==> src/rtl/spi_pkg.sv <==
`default_nettype none
// ============================================================================
// Module      : spi_pkg
// Description : Shared constants, state encoding and frame builder for the
//               SPI register-access initiator.
// Revision    : 1.0 - initial release
// ============================================================================
package spi_pkg;

    // Frame geometry: one command byte followed by one data byte
    localparam int SPI_FRAME_BITS   = 16;
    localparam int SPI_ADDR_W       = 4;
    localparam int SPI_DATA_W       = 8;
    localparam int SPI_CMD_READ_BIT = 7;
    localparam int SPI_BITCNT_W     = 5;
    localparam int SPI_TIMER_W      = 8;

    // Controller states
    localparam int SPI_STATE_W = 3;
    localparam logic [SPI_STATE_W-1:0] ST_IDLE  = 3'd0;
    localparam logic [SPI_STATE_W-1:0] ST_SETUP = 3'd1;
    localparam logic [SPI_STATE_W-1:0] ST_HIGH  = 3'd2;
    localparam logic [SPI_STATE_W-1:0] ST_LOW   = 3'd3;
    localparam logic [SPI_STATE_W-1:0] ST_HOLD  = 3'd4;
    localparam logic [SPI_STATE_W-1:0] ST_GAP   = 3'd5;

    // Assemble the outgoing frame: {rw, 3'b000, addr, data}; reads send 0x00
    function automatic logic [SPI_FRAME_BITS-1:0] spi_build_frame(
        input logic                  rw,
        input logic [SPI_ADDR_W-1:0] addr,
        input logic [SPI_DATA_W-1:0] wdata
    );
        logic [SPI_DATA_W-1:0] cmd;
        logic [SPI_DATA_W-1:0] dat;
        cmd = '0;
        cmd[SPI_CMD_READ_BIT]   = rw;
        cmd[SPI_ADDR_W-1:0]     = addr;
        dat = rw ? '0 : wdata;
        return {cmd, dat};
    endfunction

endpackage : spi_pkg
`default_nettype wire

==> src/rtl/spi_phase_timer.sv <==
`default_nettype none
// ============================================================================
// Module      : spi_phase_timer
// Description : Loadable down-counter pacing every timed controller phase.
//               A load reloads CLK_DIV-1; the count then runs down to 0 and
//               holds there, with tc flagging the final cycle of the phase.
// Revision    : 1.0 - initial release
// ============================================================================
module spi_phase_timer
    import spi_pkg::*;
#(
    parameter int CLK_DIV = 4
) (
    input  logic clk,
    input  logic rst_n,
    input  logic load,
    output logic tc
);

    localparam logic [SPI_TIMER_W-1:0] C_RELOAD = SPI_TIMER_W'(CLK_DIV - 1);

    logic [SPI_TIMER_W-1:0] r_count;

    // Reload on every state change, otherwise count down and park at zero
    always_ff @(posedge clk or negedge rst_n) begin
        if (!rst_n) begin
            r_count <= '0;
        end else if (load) begin
            r_count <= C_RELOAD;
        end else if (r_count != '0) begin
            r_count <= r_count - 1'b1;
        end
    end

    assign tc = (r_count == '0);

endmodule : spi_phase_timer
`default_nettype wire

==> src/rtl/spi_master_ctrl.sv <==
`default_nettype none
// ============================================================================
// Module      : spi_master_ctrl
// Description : SPI initiator (CPOL=0/CPHA=1, MSB first, 16-bit frame) for
//               single register reads and writes. sclk is clk divided by
//               2*CLK_DIV; completion is signalled by a one-cycle done pulse.
//               Build option SPI_MASTER_MISO_SYNC_EN inserts a 2-flop
//               synchronizer on miso (CLK_DIV must then be at least 6).
// Revision    : 1.0 - initial release
// ============================================================================
module spi_master_ctrl
    import spi_pkg::*;
#(
    parameter int CLK_DIV = 4
) (
    input  logic                  clk,
    input  logic                  rst_n,
    input  logic                  start,
    input  logic                  rw,
    input  logic [SPI_ADDR_W-1:0] addr,
    input  logic [SPI_DATA_W-1:0] wdata,
    output logic                  busy,
    output logic                  done,
    output logic [SPI_DATA_W-1:0] rdata,
    output logic                  sclk,
    output logic                  mosi,
    input  logic                  miso,
    output logic                  cs
);

    logic [SPI_STATE_W-1:0]    r_state;
    logic [SPI_STATE_W-1:0]    w_next;
    logic                      w_load;
    logic                      w_tc;
    logic [SPI_BITCNT_W-1:0]   r_bit_cnt;
    logic [SPI_FRAME_BITS-1:0] r_tx;
    logic [SPI_DATA_W-1:0]     r_rx;
    logic                      r_is_read;
    logic                      r_sclk;
    logic                      r_mosi;
    logic                      r_cs;
    logic                      r_done;
    logic [SPI_DATA_W-1:0]     r_rdata;
    logic                      w_miso_s;
    logic                      w_accept;
    logic                      w_enter_high;
    logic                      w_sample;
    logic                      w_enter_gap;
    logic                      w_bits_left;

`ifdef SPI_MASTER_MISO_SYNC_EN
    logic r_miso_meta;
    logic r_miso_sync;

    // Two-flop synchronizer; sample point is unchanged so the margin shrinks
    always_ff @(posedge clk or negedge rst_n) begin
        if (!rst_n) begin
            r_miso_meta <= 1'b0;
            r_miso_sync <= 1'b0;
        end else begin
            r_miso_meta <= miso;
            r_miso_sync <= r_miso_meta;
        end
    end

    assign w_miso_s = r_miso_sync;
`else
    assign w_miso_s = miso;
`endif

    spi_phase_timer #(
        .CLK_DIV (CLK_DIV)
    ) u_phase_timer (
        .clk   (clk),
        .rst_n (rst_n),
        .load  (w_load),
        .tc    (w_tc)
    );

    assign w_bits_left = (r_bit_cnt < SPI_BITCNT_W'(SPI_FRAME_BITS));

    // Next-state selection; every timed phase ends on the timer terminal count
    always_comb begin
        w_next = r_state;
        case (r_state)
            ST_IDLE:  if (start) w_next = ST_SETUP;
            ST_SETUP: if (w_tc)  w_next = ST_HIGH;
            ST_HIGH:  if (w_tc)  w_next = ST_LOW;
            ST_LOW:   if (w_tc)  w_next = w_bits_left ? ST_HIGH : ST_HOLD;
            ST_HOLD:  if (w_tc)  w_next = ST_GAP;
            ST_GAP:   if (w_tc)  w_next = ST_IDLE;
            default:             w_next = ST_IDLE;
        endcase
    end

    // Every state change restarts the phase timer
    assign w_load       = (w_next != r_state);
    assign w_accept     = (r_state == ST_IDLE) && start;
    assign w_enter_high = w_load && (w_next == ST_HIGH);
    assign w_sample     = (r_state == ST_HIGH) && w_tc;
    assign w_enter_gap  = (r_state == ST_HOLD) && w_tc;

    // State register
    always_ff @(posedge clk or negedge rst_n) begin
        if (!rst_n) begin
            r_state <= ST_IDLE;
        end else begin
            r_state <= w_next;
        end
    end

    // Transmit shift register and bit counter; a bit leaves on each sclk rise
    always_ff @(posedge clk or negedge rst_n) begin
        if (!rst_n) begin
            r_tx      <= '0;
            r_bit_cnt <= '0;
            r_is_read <= 1'b0;
        end else if (w_accept) begin
            r_tx      <= spi_build_frame(rw, addr, wdata);
            r_bit_cnt <= '0;
            r_is_read <= rw;
        end else if (w_enter_high) begin
            r_tx      <= {r_tx[SPI_FRAME_BITS-2:0], 1'b0};
            r_bit_cnt <= r_bit_cnt + 1'b1;
        end
    end

    // Receive shift register; after 16 samples it holds the last 8 (data byte)
    always_ff @(posedge clk or negedge rst_n) begin
        if (!rst_n) begin
            r_rx <= '0;
        end else if (w_sample) begin
            r_rx <= {r_rx[SPI_DATA_W-2:0], w_miso_s};
        end
    end

    // Registered pins: sclk follows HIGH, mosi moves only on sclk rise, cs frames the transfer
    always_ff @(posedge clk or negedge rst_n) begin
        if (!rst_n) begin
            r_sclk <= 1'b0;
            r_mosi <= 1'b0;
            r_cs   <= 1'b1;
        end else begin
            if (w_accept) begin
                r_cs <= 1'b0;
            end else if (w_enter_gap) begin
                r_cs <= 1'b1;
            end
            if (w_enter_high) begin
                r_sclk <= 1'b1;
                r_mosi <= r_tx[SPI_FRAME_BITS-1];
            end else if (w_sample) begin
                r_sclk <= 1'b0;
            end
        end
    end

    // Completion pulse and read-result capture in the first GAP cycle
    always_ff @(posedge clk or negedge rst_n) begin
        if (!rst_n) begin
            r_done  <= 1'b0;
            r_rdata <= '0;
        end else begin
            r_done <= w_enter_gap;
            if (w_enter_gap && r_is_read) begin
                r_rdata <= r_rx;
            end
        end
    end

    assign busy  = (r_state != ST_IDLE);
    assign done  = r_done;
    assign rdata = r_rdata;
    assign sclk  = r_sclk;
    assign mosi  = r_mosi;
    assign cs    = r_cs;

endmodule : spi_master_ctrl
`default_nettype wire
==> config.mk <==
export PLATFORM = sky130hd
export DESIGN_NAME = spi_master_ctrl
export DESIGN_NICKNAME = d
export VERILOG_FILES = /design/src/rtl/spi_pkg.sv /design/src/rtl/spi_phase_timer.sv /design/src/rtl/spi_master_ctrl.sv
export SDC_FILE = /design/constraint.sdc
export NUM_CORES = 1
export LEC_CHECK = 0
export BUFFER_PORTS_ARGS = -buffer_cell sky130_fd_sc_hd__buf_4
export CAP_MARGIN = 20
export CORE_ASPECT_RATIO = 0.7
export CORE_MARGIN = 2
export CORE_UTILIZATION = 45
export DETAILED_ROUTE_END_ITERATION = 10
export GPL_TIMING_DRIVEN = 0
export HOLD_SLACK_MARGIN = 0.15
export PLACE_DENSITY = 0.61
export SLEW_MARGIN = 30
export SYNTH_ARGS = -nofsm -noshare
export SYNTH_HDL_FRONTEND = slang
export SYNTH_HIERARCHICAL = 1
export SYNTH_SLANG_ARGS = --single-unit
==> constraint.sdc <==
create_clock -name clk -period 3.4 [get_ports clk]
set_clock_uncertainty 0.05 [all_clocks]
set_input_delay 0 -clock clk [delete_from_list [all_inputs] [get_ports clk]]
set_output_delay 0 -clock clk [all_outputs]
set_load 0.01 [all_outputs]
==> metrics.txt <==
initial antenna violation count=0; Worst VDD drop=0.000350 V; f_max=317 MHz; sequential share of power=47.4%; clock network power share=18.6%; crit path launch type=register; CP max stage cell=nor4b_1; Synth area leaders=dfrtp_1, mux2_2, a21oi_1; CP Max Fanout=10; Top FF cell, synth=dfrtp_1; CTS H-tree lvls=2; Slew HR=45.2%; total grt overflow=0; worst path cell trace=inv_1, ha_1, nor4b_1, and2_1, buf_2, inv_1, a21oi_1, o32a_1, clkbuf_1, or3b_2, o22ai_1; post-route minimum period=3.15 ns; asr flop ratio synth=100%; n_diodes=0; Post-CTS Resized=0; Final setup viols=0; #FFs+latches synth=53; Avg WL per Cell=14.7 um; drt first pass iters=4; Gate Count Post-Synth=229; CTS root buffer=clkbuf_8; max_cap viols=0; WHS=0.207 ns; RD Place Congestion=0.815; number of global-route vias before repair=1825; mean post-synth cell area=10.8 um^2; biggest area consumer among synthesized cells=dfrtp_1; width of the die=92.8 um; ANT nets after route=0; Post-synth EDFFs=0; Top Ports=30; sw power=0.694 mW; register area share after synthesis=53.5%; largest net degree at the start of global routing=54; chip height=66.1 um; Skew-Pair Late Insertion Delay=0.31 ns; Syn Std Cell Area=0.00248 mm^2; GRT Overall Usage=19.1%; Tightest Pin Transition=0.811 ns; WL final=5.35 mm; leakage=1.41 nW; cell mode on critical path=inv_1; area grow syn2layout=26.0%; RSZ-0062 raised after global routing=no; CTS tree=built; CP arrival=3.29 ns; 1st-iter DRT viols=124; Comb pwr share=34.0%; Initial Util=47.0%; CTS sink cnt=53; Max clock buf depth=2; first-pass GRT wire length=9.00 mm; Total Nets Final=309; Worst setup EP type=register; core area=0.00529 mm^2; Switching Share=35.9%; # rows=22; final slew viol count=0; die footprint=0.00614 mm^2; top cell type's share of synthesized area=52.4%; Port Buffer Count=29; dpl hpwl=3.44 mm; Cell variety after synth=43; total CTS buffers=5; Ys Warns=6; DRC Markers=0; vias=1951; Power Internal=1.24 mW; worst hold path class=in -> async; critical path class=reg -> reg; Final Cycle Share=92.7%; final hold vios=0; Power Density=618 mW/mm^2; layout cell share with drive strength beyond 1=25.4%; DR vias/cell=5.37; clk slew on worst S/H paths=0.09 ns; status=finished, final reports clean; Worst path max stage delay=0.68 ns; syn_nets=248; setup TNS=0 ns; Worst Path Required=3.53 ns
synth_stat cells (2+ instances only):
cell type,number
or3b_2,2
a31oi_1,6
o211ai_1,8
buf_2,10
or4b_1,3
nand3_1,14
inv_1,6
nor2_1,9
and2_1,2
nand2_1,19
or4_1,2
o21ai_0,14
or3_1,4
ha_1,2
a21oi_1,16
nand3b_1,10
o31ai_1,3
o22ai_1,2
clkbuf_1,2
mux2_2,17
dfrtp_1,52
a21o_1,2
nor3_1,3
buf_4,2
power by group through the flow:
| stage | registers (mW) | clock network [mW] | logic (mW) |
|---|---|---|---|
| 3_3_place_gp | 0.920 | 0 | 0.625 |
| 2_1_floorplan | 0.898 | 0 | 0.474 |
| 3_5_place_dp | 0.924 | 0 | 0.635 |
| 5_1_grt | 0.937 | 0.400 | 0.748 |
| 4_1_cts | 0.914 | 0.373 | 0.658 |
| 6_report | 0.916 | 0.360 | 0.657 |
sequential cells by signal, indices dropped and copies added, names as in the netlist:
register               cells
r_rx                       8
r_is_read                  1
r_tx                      16
mosi                       1
u_phase_timer/r_count      8
done                       1
rdata                      8
cs                         1
sclk                       1
r_bit_cnt                  5
r_state                    3
logic make-up (layout without fill, tap and decap cells):
| kind of cell | after synthesis | count (layout) | share of synthesized area, % |
|---|---|---|---|
| AOI/OAI and AO/OA | 58 | 58 | 14.6 |
| xor gates and xnor gates | 1 | 1 | 0.353 |
| adders and majority gates | 2 | 2 | 1.01 |
| buffers and inverters | 21 | 83 | 4.28 |
| DFF | 53 | 53 | 53.5 |
| muxes | 18 | 18 | 8.11 |
| and+or+nand+nor | 76 | 76 | 18.1 |
critical path: cells and delay by family (launching register included):
family                     cells  cell delay [ns]
AOI/OAI and AO/OA              3             0.37
adders and majority gates      1             0.24
buffers and inverters          4             0.74
DFF                            1             0.42
and+or+nand+nor                3             1.22
repair_timing:
action,in CTS,in global routing
hold buffers,25,0
buffers inserted,0,0
hold endpoints to repair,69,0
through the flow:
| stage | cells | setup WS, ns | instance area (um^2) | util (%) | power [mW] |
|---|---|---|---|---|---|
| after floorplan | 229 | 0.870 | 2480 | - | 1.37 |
| after global placement | 330 | 0.266 | 2790 | 52.8 | 1.54 |
| after CTS | 363 | 0.299 | 3130 | 59.2 | 1.94 |
| final | 363 | 0.247 | 3130 | 59.2 | 1.93 |
| after detailed placement | 330 | 0.328 | 2790 | 52.8 | 1.56 |
| after global routing | 363 | 0.0121 | 3130 | 59.2 | 2.08 |
layer usage:
metal  part of all wire, %  wire (um)  vias up  track usage [%]
met3                   4.4        237        7             5.25
met4                  0.99         53        0             5.51
met1                    54       2910      949             29.0
li1                      -          -      957                -
met2                    40       2150       38             26.4
met5                     0          0        -                0
path summary, 6_finish.rpt:
check	startpoint	slack, ns	endpoint	depth (start not counted)
worst max-delay path	u_phase_timer/r_count[0]$_DFFE_PN0P_	0.25	u_phase_timer/r_count[2]$_DFFE_PN0P_	11
worst min-delay path	rst_n	0.21	r_state[2]$_DFF_PN0_	2
worst max register to register	u_phase_timer/r_count[0]$_DFFE_PN0P_	0.25	u_phase_timer/r_count[2]$_DFFE_PN0P_	11
worst min register to register	r_bit_cnt[0]$_DFFE_PN0P_	0.46	r_bit_cnt[0]$_DFFE_PN0P_	1
max in group asynchronous	rst_n	2.66	r_rx[2]$_DFFE_PN0P_	2
min in group clk	miso	0.41	r_rx[0]$_DFFE_PN0P_	3
area by class of cell:
class | instances | area [um^2]
plain buffers | 15 | 83.8
clock buffers | 6 | 72.6
clock inverters | 2 | 13.8
repair buffers | 54 | 468
inverters | 6 | 22.5
flip-flops and latches | 53 | 1330
multi-input cells | 155 | 1050
well taps | 72 | 90.1
fillers | 484 | 2160
cell usage in the layout, fill, tap and decap left out, types with 2 or more instances in the layout:
master	instances
a21o_1	2
a21oi_1	16
a31oi_1	6
and2_1	2
buf_2	10
buf_4	31
clkbuf_1	3
clkbuf_8	5
dfrtp_1	52
dlygate4sd3_1	25
ha_1	2
inv_1	6
mux2_2	17
nand2_1	19
nand3_1	14
nand3b_1	10
nor2_1	9
nor3_1	3
o211ai_1	8
o21ai_0	14
o22ai_1	2
o31ai_1	3
or3_1	4
or3b_2	2
or4_1	2
or4b_1	3
(Power assumes the default switching activity.)
